## config.mk

```make
export PLATFORM = sky130hd
export DESIGN_NAME = stack_op_issuer_flat
export DESIGN_NICKNAME = d
export VERILOG_FILES = /design/src/rtl/stack_pkg.sv /design/src/rtl/stack_op_issuer_if.sv /design/src/rtl/key_sync_edge.sv /design/src/rtl/stack_op_issuer.sv /design/src/flat_wrapper.sv
export SDC_FILE = /design/constraint.sdc
export NUM_CORES = 1
export LEC_CHECK = 0
export ABC_CLOCK_PERIOD_IN_PS = 2600
export CAP_MARGIN = 25
export CELL_PAD_IN_SITES_DETAIL_PLACEMENT = 1
export CELL_PAD_IN_SITES_GLOBAL_PLACEMENT = 2
export CORE_MARGIN = 2
export CORE_UTILIZATION = 40
export DETAILED_ROUTE_END_ITERATION = 7
export GPL_TIMING_DRIVEN = 0
export HOLD_SLACK_MARGIN = 0.02
export PLACE_DENSITY_LB_ADDON = 0.1
export REMOVE_ABC_BUFFERS = 1
export SYNTH_ARGS = -nofsm -noshare
export SYNTH_HDL_FRONTEND = slang
export SYNTH_HIERARCHICAL = 1
export SYNTH_SLANG_ARGS = --single-unit
```

## constraint.sdc

```tcl
create_clock -name clk -period 2.6 [get_ports clk]
set_input_delay 0.26 -clock clk [delete_from_list [all_inputs] [get_ports clk]]
set_output_delay 0.26 -clock clk [all_outputs]
set_load 0.005 [all_outputs]
```

## src/rtl/stack_pkg.sv

```systemverilog
// stack_pkg: op and state encodings shared by the issuer and the pointer state machine.
package stack_pkg;

    localparam int DEFAULT_DEPTH = 4;

    typedef enum logic [1:0] {
        OP_PUSH = 2'b00,
        OP_POP  = 2'b01
    } op_e;

    typedef enum logic [1:0] {
        S_IDLE  = 2'b00,
        S_ISSUE = 2'b01,
        S_WAIT  = 2'b10
    } state_e;

    function automatic logic [3:0] sat_inc(input logic [3:0] v);
        return (v == 4'hf) ? v : v + 4'd1;
    endfunction

endpackage

```

## src/rtl/stack_op_issuer_if.sv

```systemverilog
// stack_op_issuer_if: command/pointer link between the issuer and the pointer state machine.
interface stack_op_issuer_if;
    stack_pkg::op_e op;
    logic           ctl;
    logic [2:0]     ptr;
    modport master (output op, output ctl, input ptr);
    modport slave  (input op, input ctl, output ptr);
endinterface

```

## src/rtl/key_sync_edge.sv

```systemverilog
// key_sync_edge: synchronizes an async key and emits a one-cycle pulse on its rising edge.
module key_sync_edge #(
    parameter int SYNC_STAGES = 2
) (
    input  logic clk,
    input  logic resetn,
    input  logic key,
    output logic pulse
);
    logic [SYNC_STAGES-1:0] sync_q, sync_d;
    logic                   prev_q, prev_d;

    always_comb begin
        sync_d = (sync_q << 1) | SYNC_STAGES'(key);
        prev_d = sync_q[SYNC_STAGES-1];
    end

    always_ff @(posedge clk or negedge resetn) begin
        if (!resetn) begin
            sync_q <= '0;
            prev_q <= 1'b0;
        end else begin
            sync_q <= sync_d;
            prev_q <= prev_d;
        end
    end

    assign pulse = sync_q[SYNC_STAGES-1] & ~prev_q;
endmodule

```

## src/rtl/stack_op_issuer.sv

```systemverilog
// stack_op_issuer: turns push/pop key presses into one-shot commands for an external
// pointer state machine, tracking the stack contents and reporting errors.
module stack_op_issuer
    import stack_pkg::*;
#(
    parameter int DEPTH       = DEFAULT_DEPTH,
    parameter int SYNC_STAGES = 2,
    parameter int TIMEOUT     = 7
) (
    input  logic               clk,
    input  logic               resetn,
    input  logic               push_key,
    input  logic               pop_key,
    input  logic [3:0]         data_in,
    stack_op_issuer_if.master  bus,
    output logic [3:0]         top_data,
    output logic               full,
    output logic               empty,
    output logic               busy,
    output logic [3:0]         err_count
);
    localparam int TW = $clog2(TIMEOUT + 1);

    logic          push_p, pop_p, over;
    logic [3:0]    rd;
    state_e        state_q, state_d;
    op_e           op_q, op_d;
    logic          ctl_q, ctl_d, busy_q, busy_d;
    logic [3:0]    top_q, top_d, err_q, err_d;
    logic [2:0]    exp_q, exp_d;
    logic [TW-1:0] tmr_q, tmr_d;
    logic [3:0]    mem_q [DEPTH];
    logic [3:0]    mem_d [DEPTH];

    key_sync_edge #(.SYNC_STAGES(SYNC_STAGES)) u_push (
        .clk(clk), .resetn(resetn), .key(push_key), .pulse(push_p)
    );
    key_sync_edge #(.SYNC_STAGES(SYNC_STAGES)) u_pop (
        .clk(clk), .resetn(resetn), .key(pop_key), .pulse(pop_p)
    );

    assign full  = bus.ptr >= 3'(DEPTH);
    assign empty = bus.ptr == 3'd0;
    assign over  = bus.ptr > 3'(DEPTH);

    // New top is the entry just below the expected pointer; an empty stack reads 0.
    always_comb begin
        rd = '0;
        for (int i = 0; i < DEPTH; i++)
            if (exp_q == 3'(i + 1)) rd = mem_q[i];
    end

    always_comb begin
        state_d = state_q;
        op_d    = op_q;
        ctl_d   = 1'b0;
        top_d   = top_q;
        err_d   = err_q;
        exp_d   = exp_q;
        tmr_d   = tmr_q;
        mem_d   = mem_q;
        case (state_q)
            S_IDLE: begin
                if (push_p) begin
                    if (full) begin
                        err_d = sat_inc(err_q);
                    end else begin
                        op_d    = OP_PUSH;
                        exp_d   = bus.ptr + 3'd1;
                        ctl_d   = 1'b1;
                        state_d = S_ISSUE;
                        for (int i = 0; i < DEPTH; i++)
                            if (bus.ptr == 3'(i)) mem_d[i] = data_in;
                    end
                end else if (pop_p) begin
                    if (empty || over) begin
                        err_d = sat_inc(err_q);
                    end else begin
                        op_d    = OP_POP;
                        exp_d   = bus.ptr - 3'd1;
                        ctl_d   = 1'b1;
                        state_d = S_ISSUE;
                    end
                end
            end
            S_ISSUE: begin
                tmr_d   = '0;
                state_d = S_WAIT;
            end
            S_WAIT: begin
                if (bus.ptr == exp_q) begin
                    top_d   = rd;
                    state_d = S_IDLE;
                end else if (tmr_q == TW'(TIMEOUT - 1)) begin
                    err_d   = sat_inc(err_q);
                    state_d = S_IDLE;
                end else begin
                    tmr_d = tmr_q + 1'b1;
                end
            end
            default: state_d = S_IDLE;
        endcase
        busy_d = state_d != S_IDLE;
    end

    always_ff @(posedge clk or negedge resetn) begin
        if (!resetn) begin
            state_q <= S_IDLE;
            op_q    <= OP_PUSH;
            ctl_q   <= 1'b0;
            busy_q  <= 1'b0;
            top_q   <= '0;
            err_q   <= '0;
            exp_q   <= '0;
            tmr_q   <= '0;
            for (int i = 0; i < DEPTH; i++) mem_q[i] <= '0;
        end else begin
            state_q <= state_d;
            op_q    <= op_d;
            ctl_q   <= ctl_d;
            busy_q  <= busy_d;
            top_q   <= top_d;
            err_q   <= err_d;
            exp_q   <= exp_d;
            tmr_q   <= tmr_d;
            mem_q   <= mem_d;
        end
    end

    assign bus.op    = op_q;
    assign bus.ctl   = ctl_q;
    assign top_data  = top_q;
    assign busy      = busy_q;
    assign err_count = err_q;
endmodule

```

## src/flat_wrapper.sv

```systemverilog
// flat-port wrapper written by rule: the top's interface ports become plain ports
module stack_op_issuer_flat import stack_pkg::*;
#(
    parameter int DEPTH       = DEFAULT_DEPTH,
    parameter int SYNC_STAGES = 2,
    parameter int TIMEOUT     = 7
)
  (clk, resetn, push_key, pop_key, data_in, top_data, full, empty, busy, err_count, bus_op, bus_ctl, bus_ptr);
  stack_op_issuer_if bus_i ();
  input  logic clk;
  input  logic resetn;
  input  logic push_key;
  input  logic pop_key;
  input  logic [3:0] data_in;
  output logic [3:0] top_data;
  output logic full;
  output logic empty;
  output logic busy;
  output logic [3:0] err_count;
  output wire logic [$bits(bus_i.op)-1:0] bus_op;
  output wire logic [$bits(bus_i.ctl)-1:0] bus_ctl;
  input wire logic [$bits(bus_i.ptr)-1:0] bus_ptr;
  assign bus_op = bus_i.op;
  assign bus_ctl = bus_i.ctl;
  assign bus_i.ptr = bus_ptr;
  stack_op_issuer #(.DEPTH(DEPTH), .SYNC_STAGES(SYNC_STAGES), .TIMEOUT(TIMEOUT)) u_core (.clk(clk), .resetn(resetn), .push_key(push_key), .pop_key(pop_key), .data_in(data_in), .bus(bus_i), .top_data(top_data), .full(full), .empty(empty), .busy(busy), .err_count(err_count));
endmodule
```

# Word level (Yosys, flattened, before mapping)
# Index checks and enable logic that the tools add are counted.
# W data, S select, Z words.
[word_totals]
out_inout_bits = 14
in_bits = 11
regBits = 42
[classes]
eq_ne = 20
bitwise_logic = 7
muxes = 35
magnitude_cmp = 2
reduce_logical = 15
addsub = 4
[op_table]
columns = ["cell", "n"]
rows = [
  ["$mux W4", 11],
  ["$mux W2", 10],
  ["$reduce_and A4 Y1", 5],
  ["$mux W3", 6],
  ["$eq A3 B2 Y1 const B", 4],
  ["$pmux W4 S2", 1],
  ["$reduce_bool A2 Y1", 4],
  ["$add A3 B1 Y3 const B", 2],
  ["$eq A3 B1 Y1 const B", 2],
  ["$eq A3 B3 Y1 const B", 2],
  ["$ne A2 B2 Y1 const B", 3],
  ["$ne A3 B1 Y1 const B", 2],
  ["$pmux W2 S3", 1],
  ["$pmux W3 S2", 1],
  ["$reduce_and A6 Y1", 1],
  ["$mux W1", 5],
  ["$add A4 B1 Y4 const B", 1],
  ["$eq A4 B4 Y1 const B", 1],
  ["$ne A2 B1 Y1 const B", 2],
  ["$or A2 B1 Y2", 2],
  ["$eq A3 B3 Y1", 1],
  ["$ge A3 B3 Y1 const B", 1],
  ["$gt A3 B3 Y1 const B", 1],
  ["$logic_not A3 Y1", 1],
  ["10 further kinds", 13],
]

# Logic depth before layout (Yosys ltp)
[logic_depth]
ltp_word = 7
mapped_depth = 7

# Hierarchy
# Netlist, hierarchy kept.
[by_module_without_submodules]
columns = ["mod", "cells_each", "area_each_um2", "seq_area_each_um2", "n_inst"]
rows = [
  ["stack_op_issuer", 161, 1876.8, 875.8, 1],
  ["key_sync_edge", 4, 88.8, 75.1, 2],
]

# Worst setup path after synthesis
# No wires, ideal clock.
[synth_path]
kind = "in2reg"
from = "input port bus_ptr[0]"
to = "register u_core.err_q[1] (netlist: u_core/err_count[1])"
t_required_ns = 2.475
setup_slack_ns = 0.951
arrival_time_ns = 1.524
path_buffers = 0
cell_stages = 7
cell_sequence = "inv_1 > ha_1 > ha_1 > nand3b_1 > a21oi_1 > nand2_2 > mux2_4"
[synth_via]
elab_chain_len = 4
elab_cells_between_ends = 9
[synth_rtl]
columns = ["item", "line_no", "rtl"]
rows = [
  ["start: declaration", "flat_wrapper.sv:22", "input wire logic [$bits(bus_i.ptr)-1:0] bus_ptr;"],
  ["$gt A3 B3 Y1 or $logic_not A3 Y1 (tied branches)", "stack_op_issuer.sv:44, stack_op_issuer.sv:43", ""],
  ["$logic_or A1 B1 Y1", "stack_op_issuer.sv:76", "if (empty || over) begin"],
  ["$ne A3 B1 Y1 (no line)", "-", ""],
  ["$reduce_and A6 Y1 (no line) *", "-", ""],
  ["end signal: assignment", "stack_op_issuer.sv:123", "err_q <= err_d;"],
  ["end: declaration", "stack_op_issuer.sv:29", "logic [3:0] top_q, top_d, err_q, err_d;"],
]
# Every way passes the cells marked *; elsewhere a longest branch is shown, timed or not.
# A chain may end at the register's enable or synchronous reset.

# Worst setup path in the final report
[layout_path]
from = "input port bus_ptr[0]"
to = "output port full"
[layout_via]
elab_chain_len = 1
[layout_rtl]
columns = ["item", "line_no", "rtl"]
rows = [
  ["$ge A3 B3 Y1", "stack_op_issuer.sv:42", "assign full = bus.ptr >= 3'(DEPTH);"],
  ["end: declaration", "flat_wrapper.sv:16", "output logic full;"],
]
# Every way passes these cells.

==> results.sh <==
export IMPL_tritoncts="done"
export IMPL_fin_setup_tns_ps=0
export IMPL_yosysSeqAreaShare_pct=49.9
export IMPL_r2r_end="u_core/top_data[3]$_DFFE_PN0P_"
export IMPL_reg2reg_depth=4
export IMPL_finalCritPeriodShare_pct=92.6
export IMPL_clock_sinks=41
export IMPL_wl_per_cell_um=15.7
export IMPL_status="complete, no violations"
export IMPL_fin_nets=215
export IMPL_coreArea_um2=5040
export IMPL_reg2reg_slack_ps=830
export IMPL_path_clk_slew_ps=70
export IMPL_clkPwrFrac_pct=17.6
export IMPL_maxCapViolations=0
export IMPL_synth_area_um2=2050
export IMPL_p_int_uw=1500
export IMPL_synth_cell_types=41
export IMPL_cts_resized=0
export IMPL_routed_wl_um=4140
export IMPL_drc=0
export IMPL_drv_slew=0
export IMPL_post_cts_buffers=0
export IMPL_grt_pass1_wl_um=6720
export IMPL_hold_viol_final=0
export IMPL_dpl_cell_area_um2=2330
export IMPL_hold_path_class="primary input to asynchronous set/reset pin"
export IMPL_ir_drop_mv=0.385
export IMPL_first_global_vias=1399
export IMPL_antenna_found_initial=0
export IMPL_io_pins=25
export IMPL_hold_buffers=0
export IMPL_dr_pass1_iters=4
export IMPL_ys_ff_latch=41
export IMPL_die_y_um=75.7
export IMPL_combPwrFrac_pct=36.2
export IMPL_clkLatencyLatePin_ps=290
export IMPL_crit_required_ps=2340
export IMPL_area_delta_synth_final_pct=17.5
export IMPL_cp_num_buf_inv=4
export IMPL_path_delay_family="buffers and inverters"
export IMPL_drive_gt1_share_pct=23.8
export IMPL_reg2reg_from="u_core/exp_q[1]$_DFFE_PN0P_"
export IMPL_arrival_ps=2150
export IMPL_die_x_um=75.7
export IMPL_max_freq_mhz=415
export IMPL_crit_start="bus_ptr[0]"
export IMPL_dp_hpwl_um=3160
export IMPL_slowest_delay_ps=610
export IMPL_cp_start_kind="primary input"
export IMPL_vias=1328
export IMPL_diodes=0
export IMPL_cp_depth=7
export IMPL_synth_warnings=6
export IMPL_place_ws_ps=87.0
export IMPL_maxSlewHeadroom_pct=39.1
export IMPL_crit_path_top_delay_cell="clkdlybuf4s50_1"
export IMPL_cts_max_level=2
export IMPL_p_sw_share_pct=34.5
export IMPL_cts_buffers=5
export IMPL_grt_total_usage_pct=16.2
export IMPL_ant_nets=0
export IMPL_worstMarginPinSlew_ps=913
export IMPL_viasPerCell=5.05
export IMPL_io_buffers=23
export IMPL_cp_max_fo=5
export IMPL_grt_start_max_net_pins=42
export IMPL_setup_viol=0
export IMPL_gr_total_overflow=0
export IMPL_power_uw=2290
export IMPL_crit_path_end_kind="primary output"
export IMPL_cts_root_buf="clkbuf_8"
export IMPL_die_area_um2=5730
export IMPL_p_switching_uw=790
export IMPL_rsz0062_at_grt="false"
export IMPL_initial_core_util_pct=40.7
export IMPL_powerDensity_nw_per_um2=947
export IMPL_fp_row_count=26
export IMPL_p_leak_uw=0.00109
export IMPL_critPathKind="primary input to primary output"
export IMPL_fin_ws_ps=192
export IMPL_place_gp_congestion=0.700
export IMPL_final_cell_area_um2=2410
export IMPL_crit_chain="clkdlybuf4s50_1 > inv_1 > ha_1 > ha_1 > nor2_1 > inv_1 > clkdlybuf4s50_1"
export IMPL_seqPwrFrac_pct=46.2
export IMPL_synth_cells=169
export IMPL_skew_ps=8.29
export IMPL_drtIter0Drc=40
export IMPL_fin_crit_ps=2410
export IMPL_avgSynthCellArea_um2=12.2
export IMPL_cts_buffer_depth=2
==> final cells by class <==
class	instances	area, µm²
Clock buffer	5	68.8
Clock inverter	3	17.5
Fill cell	520	2630
Inverter	9	33.8
Multi-Input combinational cell	112	956
Sequential cell	41	1030
Tap cell	70	87.6
Timing Repair Buffer	23	225
==> layer usage <==
metal	global-route usage (%)	up-vias	wire length (µm)
met4	5.85	0	48
met2	27.1	19	2090
li1	-	637	-
met1	20.5	667	1870
met3	3.97	5	131
met5	0	-	0
==> registers in the layout, summed over array words and instances, names as in the netlist <==
register	count
u_core/top_data	4
u_core/u_push/prev_q	1
u_core/bus.ctl	1
u_core/mem_q	16
u_core/exp_q	3
u_core/tmr_q	3
u_core/state_q	2
u_core/u_push/sync_q	2
u_core/err_count	4
u_core/u_pop/sync_q	2
u_core/busy	1
u_core/u_pop/prev_q	1
u_core/bus.op	1
==> worst max path at each step <==
stage,slack [ps],to
finish,190,full
global route,9,full
CTS,170,full
detailed placement,90,u_core/err_count[1]$_DFFE_PN0P_
global placement,150,u_core/exp_q[2]$_DFFE_PN0P_
floorplan,950,u_core/err_count[1]$_DFFE_PN0P_
==> per-stage QoR <==
step	cells	util, %	hold WS, ps
floorplan	162	-	-35.6
global route	263	47.9	161
finish	263	47.9	99.4
detailed placement	255	46.2	336
CTS	263	47.9	130
global placement	255	46.3	333
==> power groups by stage <==
| stage | sequential, µW | clock, µW | combinational [µW] |
|---|---|---|---|
| 5_1_grt | 1100 | 458 | 911 |
| 4_1_cts | 1060 | 424 | 842 |
| 3_5_place_dp | 1080 | 0 | 837 |
| 2_1_floorplan | 1010 | 0 | 555 |
| 6_report | 1060 | 403 | 827 |
| 3_3_place_gp | 1050 | 0 | 793 |
==> logic make-up after synthesis <==
logic type	Yosys count	synth area share, %
xor gates and xnor gates	7	4.08
DFF	41	49.9
buffers and inverters	16	3.53
and+or+nand+nor	35	10.2
other	1	0.183
AOI/OAI and AO/OA	30	9.75
adders and majority gates	12	7.31
muxes	27	15.0
==> cells in the mapped netlist, drive strengths merged <==
master | count | area (µm²)
a21boi | 1 | 7.51
a21o | 1 | 7.51
a21oi | 4 | 20.0
a22oi | 4 | 30.0
a311oi | 1 | 8.76
a31o | 1 | 8.76
a31oi | 4 | 25.0
a32oi | 1 | 8.76
a41oi | 1 | 16.3
and3 | 3 | 18.8
buf | 6 | 35.0
clkbuf | 1 | 3.75
conb | 1 | 3.75
dfrtp | 41 | 1030
ha | 12 | 150
inv | 9 | 33.8
mux2 | 27 | 308
nand2 | 12 | 47.6
nand2b | 1 | 6.26
nand3 | 3 | 20.0
nand3b | 1 | 7.51
nand4 | 1 | 6.26
nor2 | 5 | 18.8
nor2b | 4 | 40.0
nor3 | 2 | 21.3
nor3b | 2 | 15.0
nor4b | 1 | 8.76
o21ai | 9 | 45.0
o22ai | 1 | 6.26
o31ai | 1 | 7.51
o32ai | 1 | 8.76
xnor2 | 6 | 75.1
xor2 | 1 | 8.76
==> layout by cell type (no fill, tap or decap), types with 2 or more instances in the layout <==
cell             synthesis  final
a31oi_1                  4      4
nor2b_1                  2      2
nand3_1                  2      2
nand2_1                 11     11
clkinv_2                 0      2
xnor2_1                  3      3
inv_1                    9      9
clkdlybuf4s50_1          0     22
nor3b_1                  2      2
dfrtp_1                 41     41
xnor2_2                  3      3
and3_1                   3      3
mux2_2                  26     26
ha_1                    12     12
a22oi_1                  4      4
nor2_1                   5      5
nor2b_4                  2      2
a21oi_1                  4      4
o21ai_0                  8      8
clkbuf_8                 0      5
(Power assumes the default switching activity.)
